File: config.mk
export PLATFORM = sky130hd
export DESIGN_NAME = qvga_frame_fetch
export DESIGN_NICKNAME = d
export VERILOG_FILES = /design/src/rtl/qvga_frame_fetch.sv
export SDC_FILE = /design/constraint.sdc
export NUM_CORES = 1
export LEC_CHECK = 0
export ABC_AREA = 1
export CELL_PAD_IN_SITES_DETAIL_PLACEMENT = 0
export CELL_PAD_IN_SITES_GLOBAL_PLACEMENT = 1
export CORE_ASPECT_RATIO = 1.25
export CORE_UTILIZATION = 39
export DETAILED_ROUTE_END_ITERATION = 12
export PLACE_DENSITY_LB_ADDON = 0.1
export REMOVE_ABC_BUFFERS = 1
export SYNTH_ARGS = -nofsm -noshare
export SYNTH_HDL_FRONTEND = slang
export SYNTH_SLANG_ARGS = --single-unit
File: constraint.sdc
create_clock -name clk -period 2.7 [get_ports clk]
set_input_delay 0.81 -clock clk [delete_from_list [all_inputs] [get_ports clk]]
set_output_delay 0.81 -clock clk [all_outputs]
set_load 0.02 [all_outputs]
File: src/rtl/qvga_frame_fetch.sv
// Read-side frame-buffer fetch: maps the VGA raster onto BRAM reads of a 2x upscaled,
// double-buffered 160x120 RGB444 frame. Optional FRAME_STATS_EN adds drop/swap counters.
module qvga_frame_fetch #(
   parameter int          IMG_WIDTH   = 160,
   parameter int          IMG_HEIGHT  = 120,
   parameter int          WIN_X0      = 320,
   parameter int          WIN_Y0      = 240,
   parameter int          V_ACTIVE    = 480,
   parameter int          MEM_LATENCY = 2,
   parameter int          ADDR_W      = 16,
   parameter logic [11:0] BG_COLOR    = 12'h000
) (
   input  logic              clk,
   input  logic              reset,
   input  logic              DE_in,
   input  logic [9:0]        x_in,
   input  logic [9:0]        y_in,
   input  logic              wr_frame_done,
   output logic              rd_bank,
   output logic              frame_swap,
`ifdef FRAME_STATS_EN
   output logic [15:0]       drop_cnt,
   output logic [15:0]       swap_cnt,
`endif
   output logic              rd_en,
   output logic [ADDR_W-1:0] rd_addr,
   input  logic [11:0]       rd_data,
   output logic              DE_out,
   output logic [9:0]        x_out,
   output logic [9:0]        y_out,
   output logic [3:0]        r_out,
   output logic [3:0]        g_out,
   output logic [3:0]        b_out
);

   localparam int          L           = 1 + MEM_LATENCY;
   localparam int          FRAME_WORDS = IMG_WIDTH * IMG_HEIGHT;
   localparam logic [9:0]  X_LO        = 10'(WIN_X0);
   localparam logic [9:0]  X_HI        = 10'(WIN_X0 + 2 * IMG_WIDTH - 1);
   localparam logic [9:0]  Y_LO        = 10'(WIN_Y0);
   localparam logic [9:0]  Y_HI        = 10'(WIN_Y0 + 2 * IMG_HEIGHT - 1);
   localparam logic [9:0]  V_LIM       = 10'(V_ACTIVE);

   typedef enum logic {SHOW, PENDING} bank_state_t;

   bank_state_t       state, state_nxt;
   logic              swap_now;
   logic              in_win, vblank, above_win, line_odd, last_px;
   logic [ADDR_W-1:0] local_x, bank_base, row_base;
   logic [L-1:0]      de_pipe, win_pipe;
   logic [9:0]        x_pipe [L];
   logic [9:0]        y_pipe [L];

   always_comb begin
      vblank    = (y_in >= V_LIM);
      above_win = (y_in < Y_LO);
      in_win    = DE_in && (x_in >= X_LO) && (x_in <= X_HI) && (y_in >= Y_LO) && (y_in <= Y_HI);
      line_odd  = y_in[0] ^ Y_LO[0];
      last_px   = in_win && (x_in == X_HI);
      local_x   = ADDR_W'((x_in - X_LO) >> 1);
      bank_base = rd_bank ? ADDR_W'(FRAME_WORDS) : '0;
   end

   // Each source line is fetched for two display lines; the base advances after the second.
   always_ff @(posedge clk or negedge reset) begin
      if (!reset) begin
         row_base <= '0;
         rd_en    <= 1'b0;
         rd_addr  <= '0;
      end else begin
         if (above_win || vblank)
            row_base <= '0;
         else if (last_px && line_odd)
            row_base <= row_base + ADDR_W'(IMG_WIDTH);
         rd_en   <= in_win;
         rd_addr <= bank_base + row_base + local_x;
      end
   end

   always_ff @(posedge clk or negedge reset) begin
      if (!reset) begin
         de_pipe  <= '0;
         win_pipe <= '0;
         for (int i = 0; i < L; i++) begin
            x_pipe[i] <= '0;
            y_pipe[i] <= '0;
         end
      end else begin
         de_pipe  <= {de_pipe[L-2:0], DE_in};
         win_pipe <= {win_pipe[L-2:0], in_win};
         x_pipe[0] <= x_in;
         y_pipe[0] <= y_in;
         for (int i = 1; i < L; i++) begin
            x_pipe[i] <= x_pipe[i-1];
            y_pipe[i] <= y_pipe[i-1];
         end
      end
   end

   // rd_data is already the BRAM's output register, so the colour select needs no extra stage.
   always_comb begin
      DE_out                 = de_pipe[L-1];
      x_out                  = x_pipe[L-1];
      y_out                  = y_pipe[L-1];
      {r_out, g_out, b_out}  = win_pipe[L-1] ? rd_data : BG_COLOR;
   end

   always_ff @(posedge clk or negedge reset) begin
      if (!reset) begin
         state      <= SHOW;
         rd_bank    <= 1'b0;
         frame_swap <= 1'b0;
      end else begin
         state      <= state_nxt;
         rd_bank    <= rd_bank ^ swap_now;
         frame_swap <= swap_now;
      end
   end

   always_comb begin
      state_nxt = state;
      case (state)
         SHOW:    if (wr_frame_done) state_nxt = PENDING;
         PENDING: if (vblank)        state_nxt = SHOW;
         default:                    state_nxt = SHOW;
      endcase
   end

   // Bank only flips in vertical blank so a displayed frame is never torn.
   always_comb begin
      swap_now = (state == PENDING) && vblank;
   end

`ifdef FRAME_STATS_EN
   logic absorb;

   always_comb begin
      absorb = (state == PENDING) && wr_frame_done;
   end

   always_ff @(posedge clk or negedge reset) begin
      if (!reset) begin
         drop_cnt <= '0;
         swap_cnt <= '0;
      end else begin
         if (absorb && (drop_cnt != 16'hFFFF))
            drop_cnt <= drop_cnt + 16'd1;
         if (swap_now && (swap_cnt != 16'hFFFF))
            swap_cnt <= swap_cnt + 16'd1;
      end
   end
`endif

endmodule

==> Flow_metrics.wiki, run 1 <==
{| class="wikitable"
! Metric !! Value
|-
| Pin count of the biggest net entering global routing || 40
|-
| Leak pwr || 2.753 nW
|-
| Final net count || 548
|-
| Reg2Reg Launch Point || rd_bank$_DFF_PN0_
|-
| Number of global-route vias before repair || 2758
|-
| CTS tree || done
|-
| Synth warnings || 0
|-
| Type of the most critical hold path || flip-flop to flip-flop
|-
| Final core area utilization || 56.54%
|-
| Final worst path period need || 2535 ps
|-
| Residual DRC || 0
|-
| All-layer global routing usage || 15.74%
|-
| Antenna violations before repair || 0
|-
| Top library cells by usage in the layout, fill and taps aside || sky130_fd_sc_hd__dfrtp_1, sky130_fd_sc_hd__nand2_1, sky130_fd_sc_hd__clkdlybuf4s50_1, sky130_fd_sc_hd__inv_1, sky130_fd_sc_hd__buf_4
|-
| Count of filler cells inserted in the layout || 904
|-
| Count of mapped cells out of synthesis || 388
|-
| Number of levels in the clock H-tree || 3
|-
| Count of maximum capacitance violations || 0
|-
| Clock transition at the registers of the reported paths || 70 ps
|-
| Wire length per cell after detailed routing || 12.34 um
|-
| Top FF cell, synth || sky130_fd_sc_hd__dfrtp_1
|-
| Maximum buffer depth of the clock tree || 2
|-
| Synth Area in Compound Gates || 3.538%
|-
| RSZ-0062 raised after global routing || no
|-
| Placed standard-cell area || 0.005060 mm^2
|-
| Cell area after technology mapping || 0.003996 mm^2
|-
| Multiplexer fraction of the synthesized cell area || 0%
|-
| Total number of placement rows || 40
|-
| Number of top-level design ports || 88
|-
| Post-synth cell types || 28
|-
| Highest Clock Rate || 394.5 MHz
|-
| Share of synthesized cell area in full adder, half adder and majority cells || 7.952%
|-
| Period Utilization, post-route || 93.89%
|-
| Critical hold path startpoint || y_pipe[18]$_DFF_PN0_
|-
| Number of inserted diodes || 0
|-
| Fraction of the mapped netlist area in simple logic gates || 15.06%
|-
| Area growth, synth to finish || 38.79%
|-
| Fraction of layout cells with a size suffix above 1 || 16.80%
|-
| Dominant combinational cell family by area after synthesis || simple AND/OR/NAND/NOR gates
|-
| Placement Setup Slack || -872.9 ps
|-
| Total grt overflow || 0
|-
| Clock network latency to the later pin of the worst-skew pair || 330 ps
|-
| Root Driver || sky130_fd_sc_hd__clkbuf_16
|-
| Area of the core || 0.009809 mm^2
|-
| Routed Wire Length || 7652 um
|-
| Max-slew violation count || 0
|-
| Critical path class || primary input to flip-flop
|-
| Final non-filler cell area || 0.005547 mm^2
|-
| Status || complete, no violations
|-
| Antenna Nets Post-Route || 0
|-
| Maximum clock skew at final layout || 5.347 ps
|-
| Routed via count divided by cell count || 4.463
|-
| Final hold vios || 0
|-
| XOR/XNOR share of the synthesized area || 3.945%
|-
| Number of flops mapped to enable cells by yosys || 0
|-
| Setup WS post-layout || 165.0 ps
|-
| #FFs+latches synth || 94
|-
| Total setup violations reported at the end of the flow || 0
|-
| Signal arrival time at the worst endpoint || 2760 ps
|-
| Die Area || 0.01066 mm^2
|-
| Cts bufs inserted || 9
|-
| Global-route wire length before repair || 12820 um
|-
| Vias || 2767
|-
| DR iter-0 viols || 45
|-
| Final HPWL from detailed placement || 5802 um
|-
| Pre-antenna DRT Iters || 4
|-
| Maximum fanout along the worst path || 4
|-
| Sequential-to-total area share from yosys stat || 58.86%
|-
| Power per cell area || 714.1 mW/mm^2
|-
| Per-instance average area after synthesis || 10.30 um^2
|-
| Crit end category || flip-flop
|-
| Number of hold buffers added after CTS || 0
|-
| Critical path data required time || 2930 ps
|-
| Async SR Flop Fraction || 100.0%
|-
| Gp weighted congestion || 0.7957
|-
| Worst-case vdd ir drop || 394.9 uV
|-
| Most frequent standard cell in the layout excluding fill and tap cells || sky130_fd_sc_hd__dfrtp_1
|-
| Starting density of the core || 40.74%
|-
| Worst setup SP type || primary input
|-
| Number of port buffers || 87
|-
| Clk sink count || 94
|-
| Chip Width || 92.54 um
|-
| Critical Path Start || x_in[8]
|-
| Vertical die dimension || 115.2 um
|}
==> report_power, final <==
part | switching [W] | internal (W)
clock | 0.000518 | 0.000911
combinational | 0.000476 | 0.000481
sequential | 0.0000457 | 0.00153
==> final timing paths <==
check / to / slack, ps / cells past startpoint
setup reg to reg: rd_addr[13]$_DFF_PN0_ / 580 / 9
hold / removal: y_out[8]$_DFF_PN0_ / 340 / 0
hold reg to reg: y_out[8]$_DFF_PN0_ / 340 / 0
min in group asynchronous: rd_addr[3]$_DFF_PN0_ / 430 / 1
max in group asynchronous: y_pipe[18]$_DFF_PN0_ / 1640 / 2
setup / recovery: rd_addr[14]$_DFF_PN0_ / 160 / 12
==> stage by stage <==
| stage | std cells | hold slack, ps | power, W | setup TNS [ps] |
|---|---|---|---|---|
| global route | 620 | 352.3 | 0.004155 | 0 |
| floorplan | 358 | 331.2 | 0.001995 | -1609 |
| global placement | 602 | 331.1 | 0.002454 | -6386 |
| finish | 620 | 343.2 | 0.003961 | 0 |
| CTS | 619 | 348.3 | 0.003995 | 0 |
| detailed placement | 602 | 334.7 | 0.002462 | -7081 |
==> cell usage after synthesis, types with 6 or more instances <==
| cell | n | area share, % |
|---|---|---|
| sky130_fd_sc_hd__a21oi_1 | 10 | 1.3 |
| sky130_fd_sc_hd__buf_4 | 22 | 4.1 |
| sky130_fd_sc_hd__dfrtp_1 | 94 | 59 |
| sky130_fd_sc_hd__ha_1 | 19 | 5.9 |
| sky130_fd_sc_hd__inv_1 | 56 | 5.3 |
| sky130_fd_sc_hd__nand2_1 | 75 | 7.0 |
| sky130_fd_sc_hd__nand3_1 | 29 | 3.6 |
| sky130_fd_sc_hd__nor2_1 | 25 | 2.3 |
| sky130_fd_sc_hd__o21ai_0 | 6 | 0.75 |
| sky130_fd_sc_hd__xnor2_1 | 7 | 1.5 |
| sky130_fd_sc_hd__xor2_1 | 11 | 2.4 |
==> critical path, stage by stage <==
cell                            delay, ps
sky130_fd_sc_hd__dlygate4sd2_1        250
sky130_fd_sc_hd__inv_2                120
sky130_fd_sc_hd__nor2_4                50
sky130_fd_sc_hd__xor2_2               170
sky130_fd_sc_hd__fa_1                 480
sky130_fd_sc_hd__ha_4                 320
sky130_fd_sc_hd__nand2_1               60
sky130_fd_sc_hd__o21ai_2              120
sky130_fd_sc_hd__buf_6                120
sky130_fd_sc_hd__nand4_1               90
sky130_fd_sc_hd__nand3_1               90
sky130_fd_sc_hd__nand2_1               50
==> metal layers <==
metal	GRT usage [%]	routed length (um)
met5	0	0
met4	5.833	136
met3	3.968	352
met2	28.15	3955
met1	18.15	3208
==> state kept, by name (all words and copies together) (netlist names), 3 cells and up <==
signal / cells
de_pipe: 3
rd_addr: 16
row_base: 11
win_pipe: 3
x_out: 10
x_pipe: 18
y_out: 10
y_pipe: 20
==> area by class of cell <==
type | count | area, um^2 | share of cell area (%)
Sequential cell | 94 | 2352 | 42.41
Timing Repair Buffer | 120 | 1112 | 20.05
Multi-Input combinational cell | 207 | 1366 | 24.63
Clock inverter | 6 | 115.1 | 2.075
Tap cell | 126 | 157.7 | 2.842
Inverter | 57 | 214.0 | 3.857
Clock buffer | 10 | 229.0 | 4.128
==> timing repair <==
| item | in CTS | in global routing |
|---|---|---|
| gates resized for setup | 45 | 10 |
| endpoints found under the setup margin | 19 | 6 |
| pin swaps | 11 | 6 |
| setup buffers | 1 | 1 |
==> cells by family after synthesis <==
kind of cell	Yosys count
AOI/OAI and AO/OA	24
xor gates and xnor gates	18
adders and majority gates	23
buffers and inverters	87
DFF	94
other	1
and+or+nand+nor	141
(Power assumes the default switching activity.)
==> inputs of run 2 (changes only) <==
--- a/config.mk
+++ b/config.mk
@@ -8,10 +8,11 @@
 export ABC_AREA = 1
 export CELL_PAD_IN_SITES_DETAIL_PLACEMENT = 0
 export CELL_PAD_IN_SITES_GLOBAL_PLACEMENT = 1
-export CORE_ASPECT_RATIO = 1.25
+export CORE_ASPECT_RATIO = 0.5
 export CORE_UTILIZATION = 39
 export DETAILED_ROUTE_END_ITERATION = 12
-export PLACE_DENSITY_LB_ADDON = 0.1
+export PLACE_DENSITY = 0.9
+export RECOVER_POWER = 50
 export REMOVE_ABC_BUFFERS = 1
 export SYNTH_ARGS = -nofsm -noshare
 export SYNTH_HDL_FRONTEND = slang
==> Flow_metrics.wiki, run 2 (synthesized netlist as in run 1, its figures left out) <==
{| class="wikitable"
! Metric !! Value
|-
| Routed Wire Length || 7929 um (was 7652 um)
|-
| End of the worst register-to-register path || rd_addr[15]$_DFF_PN0_ (was rd_addr[13]$_DFF_PN0_)
|-
| Clock transition at the registers of the reported paths || 70 ps (about the same)
|-
| Final net count || 551 (was 548)
|-
| Status || complete, no violations (unchanged)
|-
| Most frequent standard cell in the layout excluding fill and tap cells || sky130_fd_sc_hd__dfrtp_1 (unchanged)
|-
| Pre-antenna DRT Iters || 4 (unchanged)
|-
| Worst reg-to-reg setup slack || 530 ps (was 580 ps)
|-
| DR iter-0 viols || 112 (was 45)
|-
| Worst Hold Slack || 344.8 ps (was 343.2 ps)
|-
| All-layer global routing usage || 16.38% (was 15.74%)
|-
| Worst relative slew slack || 22.13%
|-
| Final hold vios || 0 (unchanged)
|-
| Number of hold buffers added after CTS || 0 (unchanged)
|-
| Worst-case vdd ir drop || 299.0 uV (was 394.9 uV)
|-
| Total setup violations reported at the end of the flow || 0 (unchanged)
|-
| Area growth, synth to finish || 38.67% (was 38.79%)
|-
| Critical Path Start || x_in[6] (was x_in[8])
|-
| Global-route wire length before repair || 13390 um (was 12820 um)
|-
| Type of the most critical hold path || flip-flop to flip-flop (unchanged)
|-
| Capturing element of the worst setup path || rd_addr[15]$_DFF_PN0_ (was rd_addr[14]$_DFF_PN0_)
|-
| Number of global-route vias before repair || 2747 (was 2758)
|-
| Wire length per cell after detailed routing || 12.55 um (was 12.34 um)
|-
| Antenna violations before repair || 0 (unchanged)
|-
| Leak pwr || 2.761 nW (was 2.753 nW)
|-
| Vertical die dimension || 73.58 um (was 115.2 um)
|-
| CTS tree || done (unchanged)
|-
| Die Area || 0.01068 mm^2 (was 0.01066 mm^2)
|-
| Period Utilization, post-route || 94.86% (was 93.89%)
|-
| Crit end category || flip-flop (unchanged)
|-
| Routed via count divided by cell count || 4.383 (was 4.463)
|-
| Reg2Reg Launch Point || rd_bank$_DFF_PN0_ (unchanged)
|-
| Power after layout || 0.003897 W (was 0.003961 W)
|-
| Worst setup SP type || primary input (unchanged)
|-
| Registers with the most flip-flops || y_pipe x20, x_pipe x18, rd_addr x16 (unchanged)
|-
| Total number of placement rows || 25 (was 40)
|-
| Register with the most flip-flops || y_pipe (unchanged)
|-
| RSZ-0062 raised after global routing || no (unchanged)
|-
| Maximum buffer depth of the clock tree || 2 (unchanged)
|-
| Area of the core || 0.009697 mm^2 (was 0.009809 mm^2)
|-
| Largest register FFs || 20 (unchanged)
|-
| Transition time at the pin with the least slew margin || 1168 ps
|-
| Count of maximum capacitance violations || 0 (unchanged)
|-
| Critical path data required time || 2940 ps (was 2930 ps)
|-
| Final sum of negative setup slack || 0 ps (unchanged)
|-
| Vias || 2770 (was 2767)
|-
| Chip Width || 145.2 um (was 92.54 um)
|-
| Top library cells by usage in the layout, fill and taps aside || sky130_fd_sc_hd__dfrtp_1, sky130_fd_sc_hd__nand2_1, sky130_fd_sc_hd__clkdlybuf4s50_1, sky130_fd_sc_hd__inv_1, sky130_fd_sc_hd__buf_4 (unchanged)
|-
| Number of levels in the clock H-tree || 3 (unchanged)
|-
| Antenna Nets Post-Route || 0 (unchanged)
|-
| Number of port buffers || 87 (unchanged)
|-
| Worst r2r path cells || 9 (unchanged)
|-
| Final worst path period need || 2561 ps (was 2535 ps)
|-
| Total grt overflow || 0 (unchanged)
|-
| Number of inserted diodes || 0 (unchanged)
|-
| Max-slew violation count || 0 (unchanged)
|-
| Number of top-level design ports || 88 (unchanged)
|-
| Residual DRC || 0 (unchanged)
|-
| Maximum clock skew at final layout || 5.999 ps (was 5.347 ps)
|-
| Clock network latency to the later pin of the worst-skew pair || 340 ps (was 330 ps)
|-
| Cts bufs inserted || 9 (unchanged)
|-
| Gp weighted congestion || 0.8033 (was 0.7957)
|-
| Pin count of the biggest net entering global routing || 49 (was 40)
|-
| Maximum fanout along the worst path || 3 (was 4)
|-
| Root Driver || sky130_fd_sc_hd__clkbuf_16 (unchanged)
|-
| Highest Clock Rate || 390.4 MHz (was 394.5 MHz)
|-
| Starting density of the core || 41.21% (was 40.74%)
|-
| Critical path class || primary input to flip-flop (unchanged)
|-
| Signal arrival time at the worst endpoint || 2800 ps (was 2760 ps)
|-
| Fraction of layout cells with a size suffix above 1 || 17.30% (was 16.80%)
|-
| Power per cell area || 703.2 mW/mm^2 (was 714.1 mW/mm^2)
|-
| Clk sink count || 94 (unchanged)
|-
| Final HPWL from detailed placement || 5540 um (was 5802 um)
|}
run 2: cell types whose count changed in the layout (fill, tap and decap cells not counted), sizes merged:
cell / delta
bufinv: -1
clkbuf: +5
clkinvlp: -1
dlygate4sd3: +17
dlygate4sd2: -1
clkdlybuf4s50: -17
clkinv: +2
buf: -1
run 2: report_power, final:
group	internal [W]	switching, W
combinational	0.000479	0.000492
clock	0.000821	0.000529
sequential	0.00153	0.0000473
total	0.00283	0.00107
run 2: critical path: stages:
cell and delay (ps):
sky130_fd_sc_hd__buf_2 120, sky130_fd_sc_hd__inv_2 70, sky130_fd_sc_hd__ha_4 130, sky130_fd_sc_hd__o21ai_1 50, sky130_fd_sc_hd__buf_4 140, sky130_fd_sc_hd__buf_6 120
sky130_fd_sc_hd__fa_1 520, sky130_fd_sc_hd__inv_2 50, sky130_fd_sc_hd__ha_4 280, sky130_fd_sc_hd__inv_4 40, sky130_fd_sc_hd__nor3_4 210, sky130_fd_sc_hd__nand3_2 110
sky130_fd_sc_hd__nand4_1 110, sky130_fd_sc_hd__nand2_1 50
run 2: layout make-up:
cell class,count,area [um^2]
Tap cell,135,168.9
Clock buffer,10,229.0
Multi-Input combinational cell,207,1368
Timing Repair Buffer,123,1114
Inverter,57,216.5
Fill cell,802,4155
Clock inverter,6,93.84
Sequential cell,94,2352
run 2: per-layer routing:
metal | routed length (um) | track usage, %
met5 | 0 | 0
met2 | 3936 | 28.74
met4 | 177 | 6.550
met3 | 370 | 5.155
met1 | 3445 | 19.16
run 2: worst min path at each step:
stage / startpoint / endpoint / slack, ps / depth (start not counted)
floorplan: de_pipe[0]$_DFF_PN0_ / de_pipe[1]$_DFF_PN0_ / 330 / 0
global placement: y_pipe[24]$_DFF_PN0_ / y_pipe[14]$_DFF_PN0_ / 330 / 0
detailed placement: x_pipe[15]$_DFF_PN0_ / x_out[5]$_DFF_PN0_ / 330 / 0
CTS: x_pipe[23]$_DFF_PN0_ / x_pipe[13]$_DFF_PN0_ / 350 / 0
global route: y_pipe[11]$_DFF_PN0_ / y_out[1]$_DFF_PN0_ / 350 / 0
finish: y_pipe[16]$_DFF_PN0_ / y_out[6]$_DFF_PN0_ / 340 / 0
run 2: stage by stage:
step,setup WS [ps],instance area (um^2),utilization [%],cells
after floorplan,-365.1,3789,-,358
after global placement,-746.1,5076,52.35,610
after detailed placement,-760.5,5076,52.35,610
after CTS,4.333,5554,57.28,631
after global routing,6.274,5542,57.15,632
final,138.8,5542,57.15,632
run 2: timing repair:
item / CTS / global route
endpoints found under the setup margin: 19 / 6
endpoints found under the hold margin: 0 / 0
cloned: 0 / 0
resized for setup: 47 / 12
setup buffers: 5 / 1
pin swaps: 15 / 8
